==> src/rtl/axi_arbiter_pkg.sv <==
// Shared definitions for the two-master AXI4 arbiter: FSM state encoding and
// default field widths.
package axi_arbiter_pkg;

    typedef enum logic [2:0] {
        IDLE,
        RD_M0,
        WR_M0,
        RD_M1,
        WR_M1
    } arb_state_e;

    localparam int unsigned ID_W_DEF    = 4;
    localparam int unsigned AXI_LEN_W   = 8;
    localparam int unsigned AXI_SIZE_W  = 3;
    localparam int unsigned AXI_BURST_W = 2;
    localparam int unsigned AXI_RESP_W  = 2;

endpackage

==> src/rtl/axi_arbiter_rr_pick.sv <==
// Two-way round-robin grant: a lone requester wins; on a tie the master that
// was not granted last wins.
module arb_rr_pick (
    input  logic req_m0_i,
    input  logic req_m1_i,
    input  logic last_gnt_m1_i,
    output logic gnt_valid_o,
    output logic gnt_m1_o
);

    assign gnt_valid_o = req_m0_i | req_m1_i;
    assign gnt_m1_o    = req_m1_i & (~req_m0_i | ~last_gnt_m1_i);

endmodule

==> src/rtl/axi_arbiter.sv <==
// Arbitrates the instruction-fetch (m0) and load/store (m1) AXI4 masters onto a
// single downstream port; one transaction at a time, payloads pass through.
module axi_arbiter
    import axi_arbiter_pkg::*;
#(
    parameter int unsigned ADDR_W = 32,
    parameter int unsigned DATA_W = 32,
    parameter int unsigned ID_W   = ID_W_DEF
) (
    input  logic                   clk,
    input  logic                   rst,
    // m0: instruction fetch
    input  logic                   m0_awvalid_i,
    output logic                   m0_awready_o,
    input  logic [ADDR_W-1:0]      m0_awaddr_i,
    input  logic [ID_W-1:0]        m0_awid_i,
    input  logic [AXI_LEN_W-1:0]   m0_awlen_i,
    input  logic [AXI_SIZE_W-1:0]  m0_awsize_i,
    input  logic [AXI_BURST_W-1:0] m0_awburst_i,
    input  logic                   m0_wvalid_i,
    output logic                   m0_wready_o,
    input  logic [DATA_W-1:0]      m0_wdata_i,
    input  logic [DATA_W/8-1:0]    m0_wstrb_i,
    input  logic                   m0_wlast_i,
    output logic                   m0_bvalid_o,
    input  logic                   m0_bready_i,
    output logic [ID_W-1:0]        m0_bid_o,
    output logic [AXI_RESP_W-1:0]  m0_bresp_o,
    input  logic                   m0_arvalid_i,
    output logic                   m0_arready_o,
    input  logic [ADDR_W-1:0]      m0_araddr_i,
    input  logic [ID_W-1:0]        m0_arid_i,
    input  logic [AXI_LEN_W-1:0]   m0_arlen_i,
    input  logic [AXI_SIZE_W-1:0]  m0_arsize_i,
    input  logic [AXI_BURST_W-1:0] m0_arburst_i,
    output logic                   m0_rvalid_o,
    input  logic                   m0_rready_i,
    output logic [DATA_W-1:0]      m0_rdata_o,
    output logic [ID_W-1:0]        m0_rid_o,
    output logic [AXI_RESP_W-1:0]  m0_rresp_o,
    output logic                   m0_rlast_o,
    // m1: load/store
    input  logic                   m1_awvalid_i,
    output logic                   m1_awready_o,
    input  logic [ADDR_W-1:0]      m1_awaddr_i,
    input  logic [ID_W-1:0]        m1_awid_i,
    input  logic [AXI_LEN_W-1:0]   m1_awlen_i,
    input  logic [AXI_SIZE_W-1:0]  m1_awsize_i,
    input  logic [AXI_BURST_W-1:0] m1_awburst_i,
    input  logic                   m1_wvalid_i,
    output logic                   m1_wready_o,
    input  logic [DATA_W-1:0]      m1_wdata_i,
    input  logic [DATA_W/8-1:0]    m1_wstrb_i,
    input  logic                   m1_wlast_i,
    output logic                   m1_bvalid_o,
    input  logic                   m1_bready_i,
    output logic [ID_W-1:0]        m1_bid_o,
    output logic [AXI_RESP_W-1:0]  m1_bresp_o,
    input  logic                   m1_arvalid_i,
    output logic                   m1_arready_o,
    input  logic [ADDR_W-1:0]      m1_araddr_i,
    input  logic [ID_W-1:0]        m1_arid_i,
    input  logic [AXI_LEN_W-1:0]   m1_arlen_i,
    input  logic [AXI_SIZE_W-1:0]  m1_arsize_i,
    input  logic [AXI_BURST_W-1:0] m1_arburst_i,
    output logic                   m1_rvalid_o,
    input  logic                   m1_rready_i,
    output logic [DATA_W-1:0]      m1_rdata_o,
    output logic [ID_W-1:0]        m1_rid_o,
    output logic [AXI_RESP_W-1:0]  m1_rresp_o,
    output logic                   m1_rlast_o,
    // downstream slave
    output logic                   s_awvalid_o,
    input  logic                   s_awready_i,
    output logic [ADDR_W-1:0]      s_awaddr_o,
    output logic [ID_W-1:0]        s_awid_o,
    output logic [AXI_LEN_W-1:0]   s_awlen_o,
    output logic [AXI_SIZE_W-1:0]  s_awsize_o,
    output logic [AXI_BURST_W-1:0] s_awburst_o,
    output logic                   s_wvalid_o,
    input  logic                   s_wready_i,
    output logic [DATA_W-1:0]      s_wdata_o,
    output logic [DATA_W/8-1:0]    s_wstrb_o,
    output logic                   s_wlast_o,
    input  logic                   s_bvalid_i,
    output logic                   s_bready_o,
    input  logic [ID_W-1:0]        s_bid_i,
    input  logic [AXI_RESP_W-1:0]  s_bresp_i,
    output logic                   s_arvalid_o,
    input  logic                   s_arready_i,
    output logic [ADDR_W-1:0]      s_araddr_o,
    output logic [ID_W-1:0]        s_arid_o,
    output logic [AXI_LEN_W-1:0]   s_arlen_o,
    output logic [AXI_SIZE_W-1:0]  s_arsize_o,
    output logic [AXI_BURST_W-1:0] s_arburst_o,
    input  logic                   s_rvalid_i,
    output logic                   s_rready_o,
    input  logic [DATA_W-1:0]      s_rdata_i,
    input  logic [ID_W-1:0]        s_rid_i,
    input  logic [AXI_RESP_W-1:0]  s_rresp_i,
    input  logic                   s_rlast_i
);

    arb_state_e state_q;
    logic       last_gnt_q;   // 1 = m1 was granted last
    logic       gnt_valid;
    logic       gnt_m1;
    logic       rd_m0, wr_m0, rd_m1, wr_m1, sel_m1;

    arb_rr_pick u_pick (
        .req_m0_i      (m0_arvalid_i | m0_awvalid_i),
        .req_m1_i      (m1_arvalid_i | m1_awvalid_i),
        .last_gnt_m1_i (last_gnt_q),
        .gnt_valid_o   (gnt_valid),
        .gnt_m1_o      (gnt_m1)
    );

    always_ff @(posedge clk) begin
        if (rst) begin
            state_q    <= IDLE;
            last_gnt_q <= 1'b1;
        end else begin
            case (state_q)
                IDLE: begin
                    if (gnt_valid) begin
                        last_gnt_q <= gnt_m1;
                        if (gnt_m1) state_q <= m1_arvalid_i ? RD_M1 : WR_M1;
                        else        state_q <= m0_arvalid_i ? RD_M0 : WR_M0;
                    end
                end
                RD_M0, RD_M1: if (s_rvalid_i && s_rready_o && s_rlast_i) state_q <= IDLE;
                WR_M0, WR_M1: if (s_bvalid_i && s_bready_o) state_q <= IDLE;
                default: state_q <= IDLE;
            endcase
        end
    end

    assign rd_m0  = (state_q == RD_M0);
    assign wr_m0  = (state_q == WR_M0);
    assign rd_m1  = (state_q == RD_M1);
    assign wr_m1  = (state_q == WR_M1);
    assign sel_m1 = rd_m1 | wr_m1;

    // Payload muxes are free-running; only the handshake signals are gated by state.
    assign s_awaddr_o  = sel_m1 ? m1_awaddr_i  : m0_awaddr_i;
    assign s_awid_o    = sel_m1 ? m1_awid_i    : m0_awid_i;
    assign s_awlen_o   = sel_m1 ? m1_awlen_i   : m0_awlen_i;
    assign s_awsize_o  = sel_m1 ? m1_awsize_i  : m0_awsize_i;
    assign s_awburst_o = sel_m1 ? m1_awburst_i : m0_awburst_i;
    assign s_wdata_o   = sel_m1 ? m1_wdata_i   : m0_wdata_i;
    assign s_wstrb_o   = sel_m1 ? m1_wstrb_i   : m0_wstrb_i;
    assign s_wlast_o   = sel_m1 ? m1_wlast_i   : m0_wlast_i;
    assign s_araddr_o  = sel_m1 ? m1_araddr_i  : m0_araddr_i;
    assign s_arid_o    = sel_m1 ? m1_arid_i    : m0_arid_i;
    assign s_arlen_o   = sel_m1 ? m1_arlen_i   : m0_arlen_i;
    assign s_arsize_o  = sel_m1 ? m1_arsize_i  : m0_arsize_i;
    assign s_arburst_o = sel_m1 ? m1_arburst_i : m0_arburst_i;

    assign s_arvalid_o = (rd_m0 & m0_arvalid_i) | (rd_m1 & m1_arvalid_i);
    assign s_rready_o  = (rd_m0 & m0_rready_i)  | (rd_m1 & m1_rready_i);
    assign s_awvalid_o = (wr_m0 & m0_awvalid_i) | (wr_m1 & m1_awvalid_i);
    assign s_wvalid_o  = (wr_m0 & m0_wvalid_i)  | (wr_m1 & m1_wvalid_i);
    assign s_bready_o  = (wr_m0 & m0_bready_i)  | (wr_m1 & m1_bready_i);

    assign m0_arready_o = rd_m0 & s_arready_i;
    assign m0_rvalid_o  = rd_m0 & s_rvalid_i;
    assign m0_awready_o = wr_m0 & s_awready_i;
    assign m0_wready_o  = wr_m0 & s_wready_i;
    assign m0_bvalid_o  = wr_m0 & s_bvalid_i;
    assign m1_arready_o = rd_m1 & s_arready_i;
    assign m1_rvalid_o  = rd_m1 & s_rvalid_i;
    assign m1_awready_o = wr_m1 & s_awready_i;
    assign m1_wready_o  = wr_m1 & s_wready_i;
    assign m1_bvalid_o  = wr_m1 & s_bvalid_i;

    assign m0_rdata_o = s_rdata_i;
    assign m0_rid_o   = s_rid_i;
    assign m0_rresp_o = s_rresp_i;
    assign m0_rlast_o = s_rlast_i;
    assign m0_bid_o   = s_bid_i;
    assign m0_bresp_o = s_bresp_i;
    assign m1_rdata_o = s_rdata_i;
    assign m1_rid_o   = s_rid_i;
    assign m1_rresp_o = s_rresp_i;
    assign m1_rlast_o = s_rlast_i;
    assign m1_bid_o   = s_bid_i;
    assign m1_bresp_o = s_bresp_i;

endmodule

==> config.mk <==
export PLATFORM = sky130hd
export DESIGN_NAME = axi_arbiter
export DESIGN_NICKNAME = d
export VERILOG_FILES = /design/src/rtl/axi_arbiter_pkg.sv /design/src/rtl/axi_arbiter_rr_pick.sv /design/src/rtl/axi_arbiter.sv
export SDC_FILE = /design/constraint.sdc
export NUM_CORES = 1
export LEC_CHECK = 0
export ABC_CLOCK_PERIOD_IN_PS = 2750
export CAP_MARGIN = 10
export CELL_PAD_IN_SITES_DETAIL_PLACEMENT = 0
export CELL_PAD_IN_SITES_GLOBAL_PLACEMENT = 2
export CORE_AREA = 2 2 220 222
export DETAILED_ROUTE_END_ITERATION = 8
export DIE_AREA = 0 0 222 224
export HOLD_SLACK_MARGIN = 0.03
export PLACE_DENSITY = 0.74
export SLEW_MARGIN = 20
export SYNTH_ARGS = -nofsm -noshare
export SYNTH_HDL_FRONTEND = slang
export SYNTH_SLANG_ARGS = --single-unit
==> constraint.sdc <==
create_clock -name clk -period 2.75 [get_ports clk]
set_input_delay 0.825 -clock clk [delete_from_list [all_inputs] [get_ports clk]]
set_output_delay 0.825 -clock clk [all_outputs]
set_load 0.02 [all_outputs]
==> out/results.ini <==
[run_status]
status = finished with violations
violated_checks = negative setup slack

[cells_and_area]
antenna-diode-count = 0
post-route-util = 0.161
nets = 1014
layout_commonest_cell = sky130_fd_sc_hd__clkdlybuf4s50_1
final-instance-count-excl-fill = 1295
mostFrequentLayoutCells = 287 x sky130_fd_sc_hd__clkdlybuf4s50_1, 75 x sky130_fd_sc_hd__mux2_2, 60 x sky130_fd_sc_hd__mux2_4
nFillCells = 5372
fin_area_mm2 = 0.00764
layout-area-overhead-vs-synth_pct = 162
layout-drive-gt1-share = 0.459
area.sequential_um2 = 85.1
multi_input_comb_area_mm2 = 0.00209

[floorplan]
die_height_um = 224
initial_utilization = 0.0616
die_outline_area_mm2 = 0.0497
fp-row-count = 80
num_io_pins = 572
fp.coreArea_mm2 = 0.0473
die_w_um = 222

[place]
dpl.hpwl_um = 19000
globalplace.congestion = 0.732
place_inst = 1282
dpl_cell_area_mm2 = 0.00758
place.port_buffers = 439

[worst_setup_path]
slowest_stage_delay_cp_ns = 0.34
worst_setup_path_startpoint = state_q[1]
worstSetupEndpointType = primary output
reg2reg_to = state_q[0]
worstSetupEndpoint = s_arsize_o[0]
worst-endpoint-arrival_ns = 1.96
worst_reg_to_reg_path_cell_count = 4
critical_path.startpoint_type = flop
timing.critical_path.required_ns = 1.93
worstPathCellList = nor2b_4, a22o_4, buf_12, buf_12, mux2_4, clkdlybuf4s15_2
worst_path_max_delay_cell = sky130_fd_sc_hd__dfxtp_4
critPathTopFamily = buffers and inverters
critical_path_peak_fanout = 20
rrSetupSlack_ns = 1.14
critical_path_class = reg2out
critical_path.most_common_cell = sky130_fd_sc_hd__buf_12
path_buf_inv = 3
launching_point_of_the_worst_reg2reg_path = state_q[0]
number_of_gates_on_the_worst_path_with_buffers_counted = 6

[sta]
report.final.slew_viol_count = 0
rsz0062_at_grt = yes
fmax_ghz = 0.359
finalWorstSetupSlack_ns = -0.0343
skew_ns = 0.00348
setup_viol = 2
slew_limit_headroom = 0.644
finalHoldViolCount = 0
fin_crit_sh = 1.01
setup-tns-final_ns = -0.0414
tightest_slew_ns = 0.534
post-route-min-period_ns = 2.78

[detailed_routing]
wl_um = 21800
drc = 0
drt-wirelength-per-cell_um = 16.8
avgViaCountPerCell = 2.96
detail-route-antenna-nets = 0
drt-pass1-iter-count = 4
dr.first_iter.drc_count = 60
num_vias = 3834

[power]
ir_drop_uv = 167
cellPowerDensity_mw_per_mm2 = 299
cellLeakagePower_nw = 3.06
totalPowerFinal_mw = 2.29

[cts]
total_clock_sinks = 4
cts.reportedPaths.clkPinSlew_ns = 0.03
tritoncts.num_buffers = 3
clkLatencyLatePin_ns = 0.23
ctsHtreeMaxLevel = 1
clock_tree_from_tritoncts = done
cts-root-buf = sky130_fd_sc_hd__clkbuf_16
cts_buffer_depth = 2
cts_hold_buffers = 0

[synth]
postSynthNetCount = 634
ys_ff_latch = 4
seq_area_frac_synth = 0.0275
syn_avg_cell_area_um2 = 9.66
edff_count_synth = 0
synthesis.area_mm2 = 0.00292
post_synth_inst_count = 302
ys_async_sr_fraction = 0
synth_top_flop_cell = sky130_fd_sc_hd__dfxtp_1
ys_warn_count = 0
yosysUniqueCellTypes = 28

[global_route]
track_usage = 0.0813
globalRouteOverflowTotal = 0
vias_in_the_first_global_route = 4123
grt_antenna_before_repair = 1
grt_start_max_net_pins = 21
grt_first_pass_wirelength_um = 29100

[hold_path]
min-delay-start = last_gnt_q
holdCritPathClass = reg2reg

[job]
maxCapViolations = 0

## worst min-delay path by stage
stage	end	slack, ns	cells after the start
6_report	last_gnt_q	0.56	2
5_1_grt	state_q[2]	0.61	2
4_1_cts	last_gnt_q	0.56	2
3_5_place_dp	last_gnt_q	0.55	2
3_3_place_gp	last_gnt_q	0.54	2
2_1_floorplan	last_gnt_q	0.51	2
## final cells by class
cell class | count | area share
clock buffer | 3 | 0.00982
multi-input combinational | 190 | 0.274
sequential | 4 | 0.0111
tap | 615 | 0.101
timing repair buffer | 483 | 0.605
## per-layer routing
| metal | part of all wire | vias to the layer above | track usage |
|---|---|---|---|
| met1 | 0.36 | 1679 | 0.0843 |
| met5 | 0 | - | 0 |
| met4 | 0.017 | 0 | 0.0142 |
| li1 | - | 1736 | - |
| met3 | 0.13 | 20 | 0.0380 |
| met2 | 0.50 | 399 | 0.151 |
## worst reg2reg max path: cells and delay by family, from the launching register on
kind,cells,cell delay (ns)
buffers and inverters,1,0.17
and+or+nand+nor,1,0.45
DFF,1,0.40
AOI/OAI and AO/OA,2,0.51
## logic make-up (layout without fill, tap and decap cells)
group                  Yosys count  count (layout)  synth area share
AND/OR/NAND/NOR                 39              39            0.0716
AO/OA/AOI/OAI                   14              14            0.0322
flip-flops                       4               4            0.0275
multiplexers                   137             137             0.592
buffers and inverters          108             486             0.276
## synthesized netlist by cell type, drive strengths merged, types with 4 or more instances
cell | number | area (um^2)
nand2b | 5 | 31.3
nand2 | 5 | 18.8
nor2 | 10 | 37.5
mux2 | 135 | 1710
buf | 105 | 795
dfxtp | 4 | 80.1
nor2b | 5 | 38.8
and3 | 5 | 31.3
## flip-flops by register name, summed over array words and instances (netlist names)
name and cells:
state_q 3, last_gnt_q 1
## stage by stage
step / setup WS, ns / hold WS (ns)
6_report: -0.0343 / 0.558
3_3_place_gp: -0.297 / 0.544
2_1_floorplan: 0.507 / 0.505
4_1_cts: -0.0664 / 0.560
3_5_place_dp: -0.279 / 0.555
5_1_grt: -0.0534 / 0.613
## timing repair
action | in CTS | in global routing
endpoints found under the setup margin | 146 | 89
resized for setup | 342 | 75
cloned | 2 | 2
setup buffers | 5 | 1
pin swaps | 0 | 0
## report_power, final
group	total (mW)	switching [mW]	internal, mW
combinational	1.97	0.858	1.12
sequential	0.0821	0.0127	0.0694
clock	0.231	0.0451	0.186
(Power assumes the default switching activity.)
